**src/rtl/int_ctrl_pkg.sv**
```systemverilog
`default_nettype none
// ============================================================================
//  Module   : int_ctrl_pkg
//  Purpose  : Shared FSM state encoding and default sizing constants for the
//             interrupt controller.
//  Revision : 1.0  initial release
// ============================================================================
package int_ctrl_pkg;

    localparam int c_DEFAULT_NUM_CH = 4;
    localparam int c_DEFAULT_DATA_W = 16;

    // Controller states: waiting, offering an interrupt, handler in service
    typedef enum logic [1:0] {
        IDLE    = 2'd0,
        REQ     = 2'd1,
        SERVICE = 2'd2
    } state_t;

endpackage
`default_nettype wire

```
**src/rtl/int_prio_enc.sv**
```systemverilog
`default_nettype none
// ============================================================================
//  Module   : int_prio_enc
//  Purpose  : Combinational fixed-priority encoder; the highest set index wins.
//  Revision : 1.0  initial release
// ============================================================================
module int_prio_enc #(
    parameter int NUM_CH = 4,
    parameter int ID_W   = $clog2(NUM_CH)
) (
    input  logic [NUM_CH-1:0] i_req,
    output logic              o_valid,
    output logic [ID_W-1:0]   o_idx
);

    // Ascending scan so the last (highest) set bit overrides lower ones
    always_comb begin
        o_valid = 1'b0;
        o_idx   = '0;
        for (int i = 0; i < NUM_CH; i++) begin
            if (i_req[i]) begin
                o_valid = 1'b1;
                o_idx   = ID_W'(i);
            end
        end
    end

endmodule
`default_nettype wire

```
**src/rtl/int_controller.sv**
```systemverilog
`default_nettype none
// ============================================================================
//  Module   : int_controller
//  Purpose  : Edge-triggered, maskable, fixed-priority interrupt controller
//             with per-channel handler vectors and a non-nesting
//             offer/acknowledge/return handshake.
//  Revision : 1.0  initial release
// ============================================================================
module int_controller
    import int_ctrl_pkg::*;
#(
    parameter int NUM_CH = c_DEFAULT_NUM_CH,
    parameter int DATA_W = c_DEFAULT_DATA_W,
    parameter int ID_W   = $clog2(NUM_CH)
) (
    input  logic              CLK,
    input  logic              Reset,
    input  logic [NUM_CH-1:0] intReq,
    input  logic              intWrite,
    input  logic [ID_W-1:0]   intSel,
    input  logic              intMaskWrite,
    input  logic [DATA_W-1:0] intDataIn,
    input  logic              intAck,
    input  logic              intRet,
    output logic              intr,
    output logic [ID_W-1:0]   intId,
    output logic [DATA_W-1:0] intDataOut,
    output logic              intActive
);

    state_t            r_state;
    logic [NUM_CH-1:0] r_prev;
    logic [NUM_CH-1:0] r_pending;
    logic [NUM_CH-1:0] r_mask;
    logic [DATA_W-1:0] r_handler [NUM_CH];
    logic [ID_W-1:0]   r_intId;
    logic              r_intr;
    logic              r_intActive;

    logic [NUM_CH-1:0] w_rise;
    logic [NUM_CH-1:0] w_eligible;
    logic [NUM_CH-1:0] w_ackClr;
    logic              w_winValid;
    logic [ID_W-1:0]   w_winIdx;
    logic              w_offerMasked;

    assign w_rise        = intReq & ~r_prev;
    assign w_eligible    = r_pending & r_mask;
    assign w_offerMasked = ~r_mask[r_intId];

    int_prio_enc #(
        .NUM_CH (NUM_CH),
        .ID_W   (ID_W)
    ) u_prioEnc (
        .i_req   (w_eligible),
        .o_valid (w_winValid),
        .o_idx   (w_winIdx)
    );

    // One-hot clear of the offered channel when the CPU accepts it
    always_comb begin
        w_ackClr = '0;
        if (r_state == REQ && intAck && !w_offerMasked) begin
            w_ackClr[r_intId] = 1'b1;
        end
    end

    // Edge detect, pending latch (a new edge beats the ack clear) and mask.
    // During reset prev tracks the live inputs so a line held high through
    // reset is not mistaken for a fresh rising edge afterwards.
    always_ff @(posedge CLK) begin
        if (Reset) begin
            r_prev    <= intReq;
            r_pending <= '0;
            r_mask    <= '0;
        end else begin
            r_prev    <= intReq;
            r_pending <= (r_pending & ~w_ackClr) | w_rise;
            if (intMaskWrite) begin
                r_mask <= intDataIn[NUM_CH-1:0];
            end
        end
    end

    // Handler vector register file
    always_ff @(posedge CLK) begin
        if (Reset) begin
            for (int i = 0; i < NUM_CH; i++) begin
                r_handler[i] <= '0;
            end
        end else begin
            for (int i = 0; i < NUM_CH; i++) begin
                if (intWrite && intSel == ID_W'(i)) begin
                    r_handler[i] <= intDataIn;
                end
            end
        end
    end

    // Offer/acknowledge/return state machine with registered outputs.
    // A masked-out offer is withdrawn even if an ack arrives on that edge.
    always_ff @(posedge CLK) begin
        if (Reset) begin
            r_state     <= IDLE;
            r_intId     <= '0;
            r_intr      <= 1'b0;
            r_intActive <= 1'b0;
        end else begin
            case (r_state)
                IDLE: begin
                    if (w_winValid) begin
                        r_state <= REQ;
                        r_intId <= w_winIdx;
                        r_intr  <= 1'b1;
                    end
                end
                REQ: begin
                    if (w_offerMasked) begin
                        r_state <= IDLE;
                        r_intr  <= 1'b0;
                    end else if (intAck) begin
                        r_state     <= SERVICE;
                        r_intr      <= 1'b0;
                        r_intActive <= 1'b1;
                    end
                end
                SERVICE: begin
                    if (intRet) begin
                        r_state     <= IDLE;
                        r_intActive <= 1'b0;
                    end
                end
                default: begin
                    r_state     <= IDLE;
                    r_intr      <= 1'b0;
                    r_intActive <= 1'b0;
                end
            endcase
        end
    end

    assign intr       = r_intr;
    assign intId      = r_intId;
    assign intActive  = r_intActive;
    assign intDataOut = (r_state == REQ || r_state == SERVICE) ? r_handler[r_intId] : '0;

endmodule
`default_nettype wire

```
**config.mk**
```make
export PLATFORM = sky130hd
export DESIGN_NAME = int_controller
export DESIGN_NICKNAME = d
export VERILOG_FILES = /design/src/rtl/int_ctrl_pkg.sv /design/src/rtl/int_prio_enc.sv /design/src/rtl/int_controller.sv
export SDC_FILE = /design/constraint.sdc
export NUM_CORES = 1
export LEC_CHECK = 0
export BUFFER_PORTS_ARGS = -buffer_cell sky130_fd_sc_hd__buf_2
export CORE_ASPECT_RATIO = 1.25
export CORE_UTILIZATION = 25
export CTS_CLUSTER_SIZE = 25
export DETAILED_ROUTE_END_ITERATION = 10
export MAX_ROUTING_LAYER = met4
export SYNTH_ARGS = -nofsm -noshare
export SYNTH_HDL_FRONTEND = slang
export SYNTH_SLANG_ARGS = --single-unit
```
**constraint.sdc**
```tcl
create_clock -name CLK -period 2.2 [get_ports CLK]
set_clock_uncertainty 0.2 [all_clocks]
set_input_delay 0.66 -clock CLK [delete_from_list [all_inputs] [get_ports CLK]]
set_output_delay 0.66 -clock CLK [all_outputs]
set_load 0.005 [all_outputs]
```
==> metrics, run 1 <==
post-CTS setup buffer count 0; Setup WS pre-CTS -30.4 ps; Post-Syn Area 3700 sq um; VDD IR max 313 uV; port buffer count 47; Setup Viol. Count Final 16; DPL Wire Length 5150 microns; Post-synth EDFFs 64; delay-heaviest family, CP multiplexers; CTS root buffer clkbuf_16; global-route wire length before repair 12,400 microns; Max stage delay on crit path 510 ps; Max Cap Violations 0; Cells after Synth 262; Max clock buf depth 2; worst setup path class reg2out; crit start category flip-flop; area growth from synthesis to layout 26.0%; met3 wire length 264 microns; CP arrival 1640 ps; die area 15,300 sq um; Via Count 2,189; # IOs 48; GRT Util Overall 11.1%; Clock Latency Late Sink 330 ps; Yosys cell types 32; setup slack after layout -304 ps; crit end category primary output; cell area after layout 4660 sq um; CTS tree yes; pwr dens 803 nW/um^2; Die Span X 111 microns; Rows 49; worst path bufs/invs 2; RSZ-0062 raised after global routing yes; Max FO, Critical Path 8; slew at the pin closest to its max-slew limit 342 ps; flops & latches, synth 84; Syn. warnings 0; Routed Antenna Nets 0; mean post-synth cell area 14.1 sq um; Worst-path clk slew 60 ps; Crit-path slowest cell mux4_2; DR WL/cell 15.7 microns; starting DRC count in detailed routing 108; DR top layer met4; Area after DPL 4280 sq um; routed wl met2 4150 microns; failing checks negative setup slack; Num Clock Sinks 84; leakage power 0.00174 uW; Routed WL 7890 microns; Die Ht 138 microns; routability cong. 0.770; final net count 352; antenna violations before repair 0; sequential element share of the synthesized area 62.8%; crit-path cells buf_12, mux4_2, and2_4, buf_6; ANT cells 0; First-pass DRT Iterations 4; syn nets 293; outcome complete, but fails checks; share of cells above drive strength 1 33.2%; WL met1 3410 microns; GRT overflow 0; crit path time final 2500 ps; vias in the first global route 2,281; pins over their slew limit 0; Most used DFF post-synth edfxtp_1; Initial Util 25.7%; total CTS buffers 9; fin crit share 114%; vias per cell 4.35; largest net degree at the start of global routing 17; worst hold path class in2reg; hold_buf cts 0; core area 14,400 sq um; htree depth 3; # DRC 0; Slew HR 77.0%; Max Clock Freq 0.399 GHz; final hold violation count 0; CP Data Required Time 1340 ps; Async S/R FF share, synth 0%
-- metrics by stage --
stage / TNS, ps / total power, uW / util (%) / instances / hold slack (ps)
final: -4510 / 3740 / 32.4 / 503 / 243
after global routing: -5420 / 3900 / 32.4 / 503 / 230
after CTS: -5000 / 3740 / 31.9 / 503 / 230
after detailed placement: -106 / 2370 / 29.7 / 487 / 259
after global placement: -68.9 / 2350 / 29.7 / 487 / 256
after floorplan: 0 / 2150 / - / 262 / 243
-- sequential cells by signal (all words and copies together) (netlist names), named ones only --
signal	flops
r_prev	4
r_handler	64
r_mask	4
intr	1
r_state	2
r_pending	4
intActive	1
intId	2
-- layout by cell type (no fill, tap or decap), drive strengths merged --
cell type / count
edfxtp: 64
nand4: 1
clkinvlp: 2
ha: 3
o21ai: 1
a21oi: 10
clkbuf: 10
a31o: 4
nand2: 4
nand4b: 2
a31oi: 2
nand3: 1
a211oi: 2
a21o: 1
buf: 60
nor2: 8
a22oi: 2
nor3: 6
mux2i: 4
o41ai: 1
clkinv: 2
a32oi: 1
mux4: 17
dfxtp: 20
nor2b: 5
nand2b: 3
and2: 81
a311oi: 1
inv: 7
-- repair_timing --
| action | CTS | global route |
|---|---|---|
| gates cloned | 1 | 0 |
| endpoints found under the setup margin | 16 | 16 |
| pin swaps | 14 | 2 |
| gates resized for setup | 7 | 16 |
-- report_power, final --
| group | total [uW] | switching (uW) | internal [uW] | leakage [uW] |
|---|---|---|---|---|
| registers | 1870 | 46.3 | 1820 | 0.000795 |
| logic | 520 | 234 | 286 | 0.000818 |
| clock network | 1360 | 593 | 762 | 0.000125 |
-- worst reg2reg max path, cell delays in order (launching register included) --
cell,delay [ps]
dfxtp_1,470
mux4_2,610
a21oi_2,200
a21oi_1,100
a211oi_2,180
-- cell families after synthesis --
logic type	after synthesis	synth area share, %
AND/OR/NAND/NOR	111	17.9
buffers and inverters	18	2.16
multiplexers	21	11.4
flip-flops	84	62.8
adder cells (fa/ha/maj)	3	1.01
AO/OA/AOI/OAI	25	4.74
-- area by class of cell --
type | count | area [sq um]
tap | 178 | 223
timing repair buffer | 60 | 503
sequential | 84 | 2330
clock inverter | 5 | 37.5
multi-input combinational | 160 | 1320
fill | 1400 | 9750
inverter | 6 | 22.5
clock buffer | 10 | 229
-- cells in the mapped netlist (4+ instances only) --
cell / n / area share, %
and2_1: 81 / 14
edfxtp_1: 64 / 52
dfxtp_1: 20 / 11
mux4_2: 17 / 10
a21oi_1: 9 / 1.2
nor2_1: 8 / 0.81
inv_1: 6 / 0.61
nor3_1: 6 / 0.81
nor2b_1: 5 / 0.85
a31o_2: 4 / 0.95
clkbuf_2: 4 / 0.54
mux2i_1: 4 / 1.1
nand2_1: 4 / 0.41
-- metal layers --
layer,vias to the layer above,global-route usage (%)
li1,1073,-
met3,5,2.67
met2,50,19.9
met1,1061,12.3
met5,-,-
met4,0,3.33
-- final timing paths --
| path | from | end | slack [ps] | cells after the start |
|---|---|---|---|---|
| hold / removal | intReq[3] | r_prev[3] | 240 | 1 |
| setup / recovery | flip-flop | intDataOut[1] | -300 | 4 |
| setup reg to reg | intId[0] | intr | 370 | 4 |
| hold reg to reg | r_pending[0] | r_pending[0] | 270 | 2 |
(Power assumes the default switching activity.)
==> run 2: changes to the inputs <==
--- a/config.mk
+++ b/config.mk
@@ -11,6 +11,7 @@
 export CTS_CLUSTER_SIZE = 25
 export DETAILED_ROUTE_END_ITERATION = 10
 export MAX_ROUTING_LAYER = met4
+export RECOVER_POWER = 100
 export SYNTH_ARGS = -nofsm -noshare
 export SYNTH_HDL_FRONTEND = slang
 export SYNTH_SLANG_ARGS = --single-unit
==> metrics, run 2 (same netlist as run 1, synthesis figures left out) <==
Max stage delay on crit path 510 ps (about the same); Clk network pwr share 36.4% (was 36.2%); Biggest register r_handler (unchanged); Max clock buf depth 2 (unchanged); slew at the pin closest to its max-slew limit 489 ps (was 342 ps); R2R Path End intr (unchanged); commonest non-fill, non-tap cell in the layout edfxtp_1 (was and2_1); Sequential Power Share 50.1% (was 49.9%); largest net degree at the start of global routing 17 (unchanged); outcome complete, but fails checks (unchanged); ANT cells 0 (unchanged); worst hold path class in2reg (unchanged); CP Data Required Time 1340 ps (about the same); Finished Core Util 31.8% (was 32.4%); Crit-path slowest cell mux4_2 (unchanged); core area 14,400 sq um (unchanged); commonest cells after routing, fill and taps aside edfxtp_1, and2_1, buf_2 (was and2_1, edfxtp_1, buf_2); crit end category primary output (unchanged); port buffer count 47 (unchanged); DPL Wire Length 5150 microns (unchanged); cell count of the worst reg-to-reg path 4 (unchanged); GRT Util Overall 11.1% (unchanged); setup slack after layout -305 ps (was -304 ps); Psw 874 uW (was 873 uW); vias in the first global route 2,281 (unchanged); total CTS buffers 9 (unchanged); global-route wire length before repair 12,400 microns (unchanged); pins over their slew limit 0 (unchanged); Num Clock Sinks 84 (unchanged); Max Clock Freq 0.399 GHz (about the same); Worst-path clk slew 60 ps (about the same); Rows 49 (unchanged); worst reg-to-reg setup slack 300 ps (was 370 ps); antenna violations before repair 0 (unchanged); worst setup path class reg2out (unchanged); Largest register FFs 64 (unchanged); CP arrival 1650 ps (was 1640 ps); post-CTS setup buffer count 0 (unchanged); pwr dens 812 nW/um^2 (was 803 nW/um^2); Routed WL 7960 microns (was 7890 microns); Logic pwr share 13.4% (was 13.9%); Setup WS pre-CTS -30.4 ps (unchanged); fin crit share 114% (about the same); Routed Antenna Nets 0 (unchanged); Die Ht 138 microns (unchanged); CTS tree yes (unchanged); GRT overflow 0 (unchanged); Fin Hold WS 242 ps (was 243 ps); DP Cell Count 487 (unchanged); Pint 2850 uW (was 2870 uW); VDD IR max 311 uV (was 313 uV); RSZ-0062 raised after global routing yes (unchanged); CTS root buffer clkbuf_16 (unchanged); leakage power 0.00167 uW (was 0.00174 uW); htree depth 3 (unchanged); Post-Layout Cell Count 503 (unchanged); share of cells above drive strength 1 31.1% (was 33.2%); Clock Latency Late Sink 330 ps (about the same); Initial Util 25.7% (unchanged); area growth from synthesis to layout 24.1% (was 26.0%); vias per cell 4.40 (was 4.35); Critical Path End intDataOut[1] (unchanged); # IOs 48 (unchanged); hold_buf cts 0 (unchanged); crit start category flip-flop (unchanged); Slew HR 67.4% (was 77.0%); # DRC 0 (unchanged); Setup Viol. Count Final 16 (unchanged); crit-path cells buf_12, mux4_2, and2_4, buf_6 (unchanged); sw frac 23.4% (was 23.3%); First-pass DRT Iterations 4 (unchanged); routability cong. 0.770 (unchanged); Die Span X 111 microns (unchanged); starting DRC count in detailed routing 102 (was 108); Via Count 2,211 (was 2,189); Max FO, Critical Path 8 (unchanged); crit path time final 2510 ps (was 2500 ps); final net count 352 (unchanged); failing checks negative setup slack (unchanged); Max Cap Violations 0 (unchanged); final hold violation count 0 (unchanged); Fill cells 1,418 (was 1,400); die area 15,300 sq um (unchanged); post-route setup TNS -4530 ps (was -4510 ps); RR Startpoint intId[0] (unchanged); DR WL/cell 15.8 microns (was 15.7 microns)
==> run 2: cell types whose count changed in the layout (fill, tap and decap cells not counted), moves of 3 or more <==
| cell | previous run | this run |
|---|---|---|
| buf_12 | 7 | 3 |
| buf_2 | 37 | 32 |
| buf_4 | 5 | 2 |
| and2_1 | 71 | 52 |
| clkbuf_2 | 0 | 4 |
| clkbuf_1 | 1 | 7 |
| and2_0 | 0 | 19 |
==> run 2: critical path: cells and delay by family (launching register included) <==
family / cells / cell delay, ps
flops: 1 / 390
simple gates: 1 / 150
mux: 1 / 510
buf+inv: 2 / 260
==> run 2: worst min path at each step <==
stage | from | to | slack, ps | cells after the start
final | intReq[3] | r_prev[3] | 240 | 1
after global routing | intReq[0] | r_prev[0] | 230 | 1
after CTS | intReq[3] | r_prev[3] | 230 | 1
after detailed placement | r_pending[0] | r_pending[0] | 260 | 2
after global placement | r_pending[0] | r_pending[0] | 260 | 2
after floorplan | r_pending[0] | r_pending[0] | 240 | 2
==> run 2: final cells by class <==
cell class	count	area (sq um)	share of cell area, %
Timing Repair Buffer	60	433	9.44
Sequential cell	84	2330	50.7
Multi-Input combinational cell	160	1320	28.7
Clock buffer	10	229	4.99
Clock inverter	5	37.5	0.818
Tap cell	178	223	4.85
Inverter	6	22.5	0.491
==> run 2: power by group through the flow <==
stage / clock (uW) / sequential (uW) / combinational, uW
5_1_grt: 1450 / 1880 / 547
4_1_cts: 1380 / 1870 / 489
6_report: 1360 / 1870 / 501
3_5_place_dp: 0 / 1900 / 466
3_3_place_gp: 0 / 1890 / 460
2_1_floorplan: 0 / 1880 / 265
==> run 2: stage by stage <==
| step | total power [uW] | area, sq um |
|---|---|---|
| 6_report | 3730 | 4590 |
| 5_1_grt | 3880 | 4590 |
| 4_1_cts | 3740 | 4590 |
| 3_5_place_dp | 2370 | 4280 |
| 3_3_place_gp | 2350 | 4280 |
| 2_1_floorplan | 2150 | 3700 |
==> run 2: layer usage <==
| metal | track usage [%] | share of wire, % | vias up |
|---|---|---|---|
| met1 | 12.3 | 43 | 1080 |
| met4 | 3.33 | 0.90 | 0 |
| met5 | - | 0 | - |
| met3 | 2.67 | 3.6 | 5 |
| li1 | - | - | 1073 |
| met2 | 19.9 | 52 | 53 |
==> run 2: timing repair <==
| item | CTS | global route |
|---|---|---|
| pin swaps | 14 | 2 |
| endpoints found under the setup margin | 16 | 16 |
| gates cloned | 1 | 0 |
| gates resized for setup | 7 | 16 |
